--- src/rtl/mem_access_stage.sv ---
// mem_access_stage: MEM stage of the 5-stage pipeline.
// Runs loads/stores over a memReq/memReady handshake, stalls upstream while
// an access is outstanding and registers results into the MEM/WB outputs.
// Optional feature macro: MEM_TIMEOUT_EN (aborts a WAIT after TIMEOUT_CYCLES).
module mem_access_stage #(
    parameter int ADDR_W         = 8,
    parameter int TIMEOUT_CYCLES = 16
) (
    input  logic              clk,
    input  logic              rst,
    input  logic              inBranchTaken,
    input  logic [7:0]        inBranchTarget,
    input  logic              inMemToReg,
    input  logic              inRegWrite,
    input  logic              inMemRead,
    input  logic              inMemWrite,
    input  logic [31:0]       inALUResult,
    input  logic [31:0]       inWriteData,
    input  logic [4:0]        inWriteReg,
    output logic              memReq,
    output logic              memWe,
    output logic [ADDR_W-1:0] memAddr,
    output logic [31:0]       memWData,
    input  logic              memReady,
    input  logic [31:0]       memRData,
    output logic              outStall,
    output logic              outPCSrc,
    output logic [7:0]        outPCTarget,
    output logic              outMemToReg,
    output logic              outRegWrite,
    output logic [31:0]       outReadData,
    output logic [31:0]       outALUResult,
    output logic [4:0]        outWriteReg,
    output logic              outMemError
);

    typedef enum logic [0:0] {
        IDLE = 1'b0,
        WAIT = 1'b1
    } state_t;

    state_t      r_state;
    state_t      w_nxt_state;
    logic        w_access;
    logic        w_issue;
    logic        w_complete;
    logic        w_abort;
    logic        w_tmo_hit;

    // Copy of the in-flight instruction's EX/MEM fields, written at issue.
    logic        r_hold_mem_to_reg;
    logic        r_hold_reg_write;
    logic        r_hold_is_load;
    logic [31:0] r_hold_alu_result;
    logic [4:0]  r_hold_write_reg;

    assign w_access = inMemRead | inMemWrite;

`ifdef MEM_TIMEOUT_EN
    localparam logic [7:0] TMO_LAST = 8'(TIMEOUT_CYCLES - 1);
    logic [7:0] r_tmo_cnt;

    // The current WAIT cycle is the TIMEOUT_CYCLES-th one without memReady.
    assign w_tmo_hit = (r_tmo_cnt == TMO_LAST);

    // Wait-cycle counter: cleared at issue, advanced on each unready WAIT cycle.
    always_ff @(posedge clk) begin
        if (rst) begin
            r_tmo_cnt <= 8'd0;
        end else if (w_issue) begin
            r_tmo_cnt <= 8'd0;
        end else if ((r_state == WAIT) && !memReady) begin
            r_tmo_cnt <= r_tmo_cnt + 8'd1;
        end else begin
            r_tmo_cnt <= r_tmo_cnt;
        end
    end

    // Sticky error flag set when an access is abandoned by timeout.
    always_ff @(posedge clk) begin
        if (rst) begin
            outMemError <= 1'b0;
        end else if (w_abort) begin
            outMemError <= 1'b1;
        end else begin
            outMemError <= outMemError;
        end
    end
`else
    assign w_tmo_hit   = 1'b0;
    assign outMemError = 1'b0;
`endif

    // Next-state and handshake strobes; memReady has priority over timeout.
    always_comb begin
        w_nxt_state = r_state;
        w_issue     = 1'b0;
        w_complete  = 1'b0;
        w_abort     = 1'b0;
        case (r_state)
            IDLE: begin
                if (w_access) begin
                    w_issue     = 1'b1;
                    w_nxt_state = WAIT;
                end else begin
                    w_nxt_state = IDLE;
                end
            end
            WAIT: begin
                if (memReady) begin
                    w_complete  = 1'b1;
                    w_nxt_state = IDLE;
                end else if (w_tmo_hit) begin
                    w_abort     = 1'b1;
                    w_nxt_state = IDLE;
                end else begin
                    w_nxt_state = WAIT;
                end
            end
            default: begin
                w_nxt_state = IDLE;
            end
        endcase
    end

    // Stall holds EX/MEM until the access finishes; branches wait it out.
    always_comb begin
        outStall    = w_issue | ((r_state == WAIT) & ~w_complete & ~w_abort);
        outPCSrc    = inBranchTaken & ~outStall;
        outPCTarget = inBranchTarget;
    end

    // State register.
    always_ff @(posedge clk) begin
        if (rst) begin
            r_state <= IDLE;
        end else begin
            r_state <= w_nxt_state;
        end
    end

    // Memory request port, holding registers and MEM/WB pipeline outputs.
    always_ff @(posedge clk) begin
        if (rst) begin
            memReq            <= 1'b0;
            memWe             <= 1'b0;
            memAddr           <= '0;
            memWData          <= 32'd0;
            r_hold_mem_to_reg <= 1'b0;
            r_hold_reg_write  <= 1'b0;
            r_hold_is_load    <= 1'b0;
            r_hold_alu_result <= 32'd0;
            r_hold_write_reg  <= 5'd0;
            outMemToReg       <= 1'b0;
            outRegWrite       <= 1'b0;
            outReadData       <= 32'd0;
            outALUResult      <= 32'd0;
            outWriteReg       <= 5'd0;
        end else if (w_issue) begin
            memReq            <= 1'b1;
            memWe             <= inMemWrite;
            memAddr           <= inALUResult[ADDR_W-1:0];
            memWData          <= inWriteData;
            r_hold_mem_to_reg <= inMemToReg;
            r_hold_reg_write  <= inRegWrite;
            r_hold_is_load    <= inMemRead & ~inMemWrite;
            r_hold_alu_result <= inALUResult;
            r_hold_write_reg  <= inWriteReg;
            outMemToReg       <= 1'b0;
            outRegWrite       <= 1'b0;
            outReadData       <= 32'd0;
            outALUResult      <= 32'd0;
            outWriteReg       <= 5'd0;
        end else if (w_complete) begin
            memReq            <= 1'b0;
            outMemToReg       <= r_hold_mem_to_reg;
            outRegWrite       <= r_hold_reg_write;
            outReadData       <= r_hold_is_load ? memRData : 32'd0;
            outALUResult      <= r_hold_alu_result;
            outWriteReg       <= r_hold_write_reg;
        end else if (w_abort) begin
            memReq            <= 1'b0;
            outMemToReg       <= 1'b0;
            outRegWrite       <= 1'b0;
            outReadData       <= 32'd0;
            outALUResult      <= 32'd0;
            outWriteReg       <= 5'd0;
        end else if (r_state == IDLE) begin
            outMemToReg       <= inMemToReg;
            outRegWrite       <= inRegWrite;
            outReadData       <= 32'd0;
            outALUResult      <= inALUResult;
            outWriteReg       <= inWriteReg;
        end else begin
            memReq            <= memReq;
        end
    end

endmodule

--- config.mk ---
export PLATFORM = sky130hd
export DESIGN_NAME = mem_access_stage
export DESIGN_NICKNAME = d
export VERILOG_FILES = /design/src/rtl/mem_access_stage.sv
export SDC_FILE = /design/constraint.sdc
export NUM_CORES = 1
export LEC_CHECK = 0
export BUFFER_PORTS_ARGS = -buffer_cell sky130_fd_sc_hd__clkbuf_2
export CAP_MARGIN = 40
export CORE_UTILIZATION = 52
export DETAILED_ROUTE_END_ITERATION = 12
export GPL_ROUTABILITY_DRIVEN = 0
export MAX_ROUTING_LAYER = met4
export PLACE_DENSITY = 0.91
export SETUP_SLACK_MARGIN = 0.02
export SLEW_MARGIN = 10
export SYNTH_ARGS = -nofsm -noshare
export SYNTH_HDL_FRONTEND = slang
export SYNTH_SLANG_ARGS = --single-unit
--- constraint.sdc ---
create_clock -name clk -period 1.7 [get_ports clk]
set_input_delay 0.17 -clock clk [delete_from_list [all_inputs] [get_ports clk]]
set_output_delay 0.17 -clock clk [all_outputs]
set_load 0.05 [all_outputs]
After elaboration in Yosys (flattened, before gate mapping)
Index checks and enable logic that the tools add are counted.
Widths: inputs -> output; s select.
- word-level logic and storage cells: 46
- input port bits: 117
- output and inout port bits: 124
- register bits: 154
- equal/unequal tests: 1
- reduce and logical (&&, ||, !) cells: 2
- multiplexer cells: 19
- bitwise operators: 9
- operator list (cell ; count):
    $mux 32 ; 5
    $mux 1 ; 11
    $mux 5 ; 2
    $not 1->1 ; 4
    $and 1x1->1 ; 3
    $ne 2x1->1 const B ; 1
    $or 1x1->1 ; 2
    $pmux 1 s2 ; 1
    $reduce_bool 2->1 ; 1
    $reduce_or 2->1 ; 1

Logic depth before layout (Yosys ltp)
Gate-level depths: netlist of the first run.
- word-level depth: 7
- gate-level depth with buffers: 6
- depth with buffers taken out: 3

Least setup slack after synthesis of the first run
Ideal clock, no wire load.
- kind: register -> output
- start point: register r_state
- end point: output outStall
- required time: 1.530 ns
- path buffers: 2
- stages on the path, launching flop included: 5
- data arrival time: 1.155 ns
- path slack: 0.375 ns
- cell sequence: dfxtp_1 > o21bai_2 > buf_4 > buf_4 > nand2_1
- longest elaborated chain between the ends: 4
- elaborated cells on any way between the ends: 5
- classes of those cells: mux (2); bitwise (3)
- RTL lines (element ; RTL line ; text):
    start, declared ; 42 ; state_t r_state;
    start signal, assigned ; 138 ; r_state <= w_nxt_state;
    $mux 1 ; 100 ; case (r_state)
    $not 1->1 ; 128 ; outStall = w_issue | ((r_state == WAIT) & ~w_complete & ~w_abort);
    $and 1x1->1 ; 128 ;
    $or 1x1->1 * ; 128 ;
    end, declared ; 26 ; output logic outStall,
Every way passes the cells marked *; elsewhere a longest branch is shown, timed or not.

Worst setup path after layout of the first run
Ends and elaborated chain as after synthesis.

==> flow_metrics.env, run 1 <==
export IMPL_placed_cells=933
export IMPL_hold_start="memRData[21]"
export IMPL_crit_slowest_cell="dfxtp_4"
export IMPL_p_leak_nw=3.63
export IMPL_port_buffer_count=223
export IMPL_synth_edff_count=0
export IMPL_max_stage_delay_ns=0.39
export IMPL_synth_area_top_cells="dfxtp_1 50%, nand2_1 9.1%, a211oi_2 8.1%"
export IMPL_min_path_cells=3
export IMPL_timing_final_max_slew_violations=0
export IMPL_pin_count=241
export IMPL_rsz0062_at_grt="false"
export IMPL_synth_most_common_cell="dfxtp_1"
export IMPL_yosysSeqAreaShare_pct=49.7
export IMPL_worstHoldEndpoint="outReadData[21]$_SDFFE_PP0P_"
export IMPL_syn_to_final_growth_pct=38.6
export IMPL_cts_root_buffer="clkbuf_16"
export IMPL_htree_levels=4
export IMPL_setup_tns_final_ns=0
export IMPL_die_area_sq_um=11700
export IMPL_antenna_found_initial=0
export IMPL_clockBufferDepth=2
export IMPL_rows=38
export IMPL_worstRegToRegCells=4
export IMPL_yosys_top_cells_count="146 x dfxtp_1, 143 x nand2_1, 73 x a21oi_1, 73 x nor2_1, 39 x mux2i_1"
export IMPL_clkSinkCount=146
export IMPL_p_per_area_nw_per_um2=1190
export IMPL_grt_ovfl_total=0
export IMPL_dpl_hpwl_microns=9210
export IMPL_path_class="register to primary output"
export IMPL_die_h_microns=108
export IMPL_post_route_drc_count=0
export IMPL_grt_pass1_wl_microns=24700
export IMPL_yosysUniqueCellTypes=22
export IMPL_cts_clk_slew_worst_paths_ns=0.06
export IMPL_cts_buffers_inserted=17
export IMPL_hold_viol=0
export IMPL_yosysTopAreaCellShare_pct=49.7
export IMPL_synth_largest_area_cell="dfxtp_1"
export IMPL_synthCells=629
export IMPL_reg_top3="memWData (32), outALUResult (32), outReadData (32)"
export IMPL_synth_avg_cell_area_sq_um=9.35
export IMPL_fmax_mhz=613
export IMPL_crit_chain="o21bai_4 > nand2_1 > buf_2"
export IMPL_cts_tree="done"
export IMPL_cp_arrival_ns=1.46
export IMPL_async_reset_ff_share_pct=0
export IMPL_seqPwrFrac_pct=38.7
export IMPL_drive_gt1_share_pct=36.1
export IMPL_regToRegSetupSlack_ns=0.29
export IMPL_dieWidth_microns=108
export IMPL_coreArea_sq_um=10900
export IMPL_status="completed"
export IMPL_synth_seq_cells=146
export IMPL_r2r_start="r_state$_SDFF_PP0_"
export IMPL_start_util_pct=53.8
export IMPL_startpoint_type="register"
export IMPL_drtIter0Drc=372
export IMPL_vias=5402
export IMPL_end_kind="primary output"
export IMPL_irDropWorstVdd_uv=1030
export IMPL_final_cell_count_no_fill=1026
export IMPL_fin_skew_ns=0.00891
export IMPL_grt_usage_pct=28.2
export IMPL_clk_latency_ns=0.41
export IMPL_dr_pass1_iters=9
export IMPL_drt_total_wl_microns=16400
export IMPL_synthesis_nets=746
export IMPL_wl_per_cell_microns=16.0
export IMPL_grt_max_degree=76
export IMPL_sw_frac_of_total_pct=27.9
export IMPL_period_minus_slack_ns=1.63
export IMPL_n_fill_cell=734
export IMPL_p_clk_share_pct=43.8
export IMPL_combPwrFrac_pct=17.5
export IMPL_reg2reg_to="outReadData[3]$_SDFFE_PP0P_"
export IMPL_yosysWarnings=0
export IMPL_final_nets=991
export IMPL_critical_path_max_fanout=12
export IMPL_p_sw_mw=2.70
export IMPL_ant_nets=0
export IMPL_worst_endpoint_required_ns=1.53
export IMPL_internal_power_mw=6.96
export IMPL_hold_class="primary input to register"
export IMPL_drv_cap=0
export IMPL_synth_main_ff_cell="dfxtp_1"
export IMPL_first_global_vias=5310
export IMPL_viasPerCell=5.27
export IMPL_period_share_pct=95.9
export IMPL_num_antenna_cells=0
export IMPL_final_setup_viol_count=0
export IMPL_syn_area_sq_um=5880
## power groups by stage
stage	registers, mW	clock network (mW)	logic, mW
after floorplan	4.22	0	0.798
after global placement	3.81	0	1.50
after detailed placement	3.82	0	1.53
after CTS	3.74	4.27	1.66
after global routing	3.76	4.41	1.79
final	3.74	4.23	1.69
## how the worst max path moves through the flow
stage	to	start	depth (start not counted)
after floorplan	outStall	r_state$_SDFF_PP0_	4
after global placement	outReadData[10]$_SDFFE_PP0P_	r_state$_SDFF_PP0_	4
after detailed placement	outReadData[3]$_SDFFE_PP0P_	r_state$_SDFF_PP0_	4
after CTS	outPCSrc	r_state$_SDFF_PP0_	3
after global routing	outStall	r_state$_SDFF_PP0_	3
final	outStall	r_state$_SDFF_PP0_	3
## layout by cell type (no fill, tap or decap), types with 3 or more instances in the layout
cell type | netlist | layout
a211oi_1 | 3 | 3
a211oi_2 | 38 | 38
a21oi_1 | 73 | 73
a22oi_1 | 22 | 22
a22oi_2 | 10 | 10
buf_12 | 0 | 8
buf_4 | 33 | 6
bufinv_16 | 0 | 6
clkbuf_16 | 0 | 17
clkbuf_2 | 0 | 221
clkinv_4 | 0 | 3
dfxtp_1 | 146 | 145
dlygate4sd3_1 | 0 | 61
mux2i_1 | 39 | 39
nand2_1 | 143 | 143
nor2_1 | 73 | 73
## routing by layer
metal / part of all wire, % / vias to the layer above / GRT usage [%]
met5: 0 / - / -
met4: 2.5 / 0 / 13.0
met3: 5.8 / 38 / 6.75
met2: 53 / 242 / 50.5
met1: 39 / 2524 / 29.1
li1: - / 2598 / -
## kinds of logic (layout without fill, tap and decap cells)
logic type	Yosys count	count (layout)	synth area share, %
compound gates	148	148	20.0
buf+inv	72	329	9.09
flops	146	146	49.7
mux	39	39	6.64
other cells	1	1	0.0638
simple gates	223	223	14.5
## layout make-up
cell class / instances / area (sq um) / share of cell area [%]
timing repair buffer: 297 / 1930 / 23.6
multi-input combinational: 411 / 2450 / 30.0
tap: 140 / 175 / 2.15
sequential: 146 / 2930 / 35.9
clock buffer: 19 / 443 / 5.43
inverter: 1 / 3.75 / 0.0461
clock inverter: 12 / 229 / 2.81
## critical path, delay by kind of cell (launching register included)
kind	cells	cell delay (ns)
flops	1	0.39
buf+inv	1	0.28
compound gates	1	0.24
simple gates	1	0.14
## through the flow
stage	setup WS [ns]	utilization (%)	hold WS, ns	area (sq um)	total power, mW
CTS	0.0526	74.5	0.000388	8150	9.66
global placement	0.340	62.7	0.340	6860	5.31
global route	0.0209	74.5	0.00410	8150	9.96
detailed placement	0.299	62.7	0.340	6860	5.34
finish	0.0695	74.5	0.0112	8150	9.66
floorplan	0.375	-	0.305	5880	5.01
## what timing repair did
action                     CTS  global route
hold buffers                61             0
gates resized for setup      0             2
setup endpoints to repair    2             2
buffers inserted             1             0
hold endpoints to repair    61             0
cloned                       0             0
No activity file was read; power rests on OpenSTA's default activity.
==> run 2: changes to the inputs <==
ABC_AREA = 1   (was default)
CORE_UTILIZATION = 53   (was 52)
PLACE_DENSITY = 0.94   (was 0.91)
==> run 2 against run 1 <==
Compared with the run above:
- non-clock buffer count decreased by 17
- synthesized cell count is 58% higher
- power up 4.9%
- largest power group unchanged
- utilization fell by 2.3 points
- sequential cell count unchanged
- combinational power is 5% higher
- critical path depth grew 1
- register-to-register slack better by 0.10 ns
- via count is 25% higher
- sequential share of layout area fell by 2.2 points
- clock skew rose by 0.0013 ns
==> flow_metrics.env, run 2 <==
export IMPL_cts_setup_buffers=0
export IMPL_ant_nets=0
export IMPL_final_cell_count_no_fill=1372
export IMPL_grt_max_degree=81
export IMPL_irDropWorstVdd_uv=720
export IMPL_die_area_sq_um=12800
export IMPL_yosysSeqAreaShare_pct=44.6
export IMPL_drt_total_wl_microns=17700
export IMPL_combPwrFrac_pct=17.6
export IMPL_final_cell_mix="312 x nor2_1, 222 x clkbuf_2, 189 x nand2_1"
export IMPL_yosysTopAreaCellShare_pct=44.6
export IMPL_placed_cells=1303
export IMPL_seqCellArea_sq_um=2920
export IMPL_cts_buffers_inserted=17
export IMPL_cts_resized=0
export IMPL_p_per_area_nw_per_um2=1170
export IMPL_drv_cap=0
export IMPL_post_route_drc_count=0
export IMPL_clockBufferDepth=2
export IMPL_cp_arrival_ns=1.41
export IMPL_synthCells=995
export IMPL_synth_largest_area_cell="dfxtp_1"
export IMPL_p_clk_share_pct=45.3
export IMPL_port_buffer_count=223
export IMPL_coreArea_sq_um=12000
export IMPL_ctsHoldBuffers=38
export IMPL_drtIter0Drc=564
export IMPL_synth_most_common_cell="nor2_1"
export IMPL_start_util_pct=54.6
export IMPL_die_h_microns=113
export IMPL_synth_main_ff_cell="dfxtp_1"
export IMPL_syn_to_final_growth_pct=32.4
export IMPL_synth_seq_cells=146
export IMPL_dieWidth_microns=113
export IMPL_yosys_top_cells_count="313 x nor2_1, 189 x nand2_1, 149 x nand3_1, 146 x dfxtp_1, 107 x inv_1"
export IMPL_wl_per_cell_microns=12.9
export IMPL_status="completed"
export IMPL_async_reset_ff_share_pct=0
export IMPL_synth_avg_cell_area_sq_um=6.59
export IMPL_grt_usage_pct=29.2
export IMPL_critical_path_max_fanout=6
export IMPL_htree_levels=4
export IMPL_synthesis_nets=1112
export IMPL_cts_root_buffer="clkbuf_16"
export IMPL_cts_clk_slew_worst_paths_ns=0.06
export IMPL_place_area_sq_um=7560
export IMPL_drive_gt1_share_pct=22.9
export IMPL_internal_power_mw=7.36
export IMPL_p_leak_nw=4.38
export IMPL_multi_input_area_sq_um=2700
export IMPL_hold_class="primary input to register"
export IMPL_yosysUniqueCellTypes=15
export IMPL_worst_endpoint_required_ns=1.53
export IMPL_cts_tree="done"
export IMPL_seqPwrFrac_pct=37.1
export IMPL_synth_area_top_cells="dfxtp_1 45%, nor2_1 18%, nand3_1 11%"
export IMPL_path_class="register to primary output"
export IMPL_period_share_pct=92.7
export IMPL_end_kind="primary output"
export IMPL_final_common_cell="nor2_1"
export IMPL_dpl_hpwl_microns=10800
export IMPL_final_setup_viol_count=0
export IMPL_fin_skew_ns=0.0102
export IMPL_hold_viol=0
export IMPL_clkSinkCount=146
export IMPL_sw_frac_of_total_pct=27.4
export IMPL_preCtsSetupSlack_ns=0.423
export IMPL_setup_tns_final_ns=0
export IMPL_rsz0062_at_grt="false"
export IMPL_clk_latency_ns=0.42
export IMPL_first_global_vias=6342
export IMPL_grt_pass1_wl_microns=28900
export IMPL_n_fill_cell=918
export IMPL_antenna_found_initial=0
export IMPL_period_minus_slack_ns=1.58
export IMPL_reg_top3="memWData (32), outALUResult (32), outReadData (32)"
export IMPL_dr_pass1_iters=5
export IMPL_fin_ws_ns=0.125
export IMPL_viasPerCell=4.92
export IMPL_rows=40
export IMPL_num_antenna_cells=0
export IMPL_grt_ovfl_total=0
export IMPL_fin_area_sq_um=8670
export IMPL_yosysWarnings=0
export IMPL_fmax_mhz=635
export IMPL_syn_area_sq_um=6550
export IMPL_startpoint_type="register"
export IMPL_pin_count=241
export IMPL_synth_edff_count=0
export IMPL_final_nets=1330
export IMPL_timing_final_max_slew_violations=0
export IMPL_vias=6747
export IMPL_p_sw_mw=2.78
==> run 2: worst max-delay path, stage by stage (launching register included) <==
cell and delay, ns:
dfxtp_2 0.34, inv_2 0.13, nand2_4 0.08, nand2_1 0.13, clkbuf_2 0.31
==> run 2: final timing paths <==
path	from	to	slack, ns	cells after the start
max	r_state$_SDFF_PP0_	outStall	0.12	4
min	inALUResult[6]	memAddr[6]$_SDFFE_PP0P_	0.03	3
min reg2reg	r_hold_reg_write$_SDFFE_PP0P_	r_hold_reg_write$_SDFFE_PP0P_	0.47	2
max reg2reg	r_state$_SDFF_PP0_	r_hold_alu_result[9]$_SDFFE_PP0P_	0.39	6
==> run 2: area by class of cell <==
class / instances / share of cell area (%)
flip-flops and latches: 146 / 33.7
multi-input cells: 659 / 31.1
repair buffers: 280 / 19.9
clock buffers: 21 / 5.54
inverters: 109 / 4.73
clock inverters: 10 / 2.88
well taps: 147 / 2.12
==> run 2: cells by family (layout without fill, tap and decap cells) <==
family / after synthesis / after routing / share of synthesized area, %
other cells: 1 / 1 / 0.0572
compound gates: 3 / 3 / 0.229
buf+inv: 190 / 420 / 14.4
flops: 146 / 146 / 44.6
simple gates: 655 / 655 / 40.7
==> run 2: layer usage <==
metal  global-route usage, %  routed length (microns)  up-vias
met1                    31.4                     7010     2939
met2                    50.6                     8850      339
met4                    16.0                      595        0
met5                       -                        0        -
met3                    6.00                     1290       59
li1                        -                        -     3410
==> run 2: power by group through the flow <==
stage / combinational [mW] / clock (mW) / sequential [mW]
floorplan: 0.878 / 0 / 4.26
global placement: 1.66 / 0 / 3.82
detailed placement: 1.69 / 0 / 3.83
CTS: 1.77 / 4.63 / 3.76
global route: 1.93 / 4.78 / 3.78
finish: 1.78 / 4.59 / 3.76
==> run 2: metrics by stage <==
stage	power [mW]	hold slack, ns	utilization [%]
floorplan	5.14	0.239	-
global placement	5.48	0.340	63.0
detailed placement	5.51	0.340	63.0
CTS	10.2	0.00439	72.2
global route	10.5	0.0406	72.2
finish	10.1	0.0252	72.2
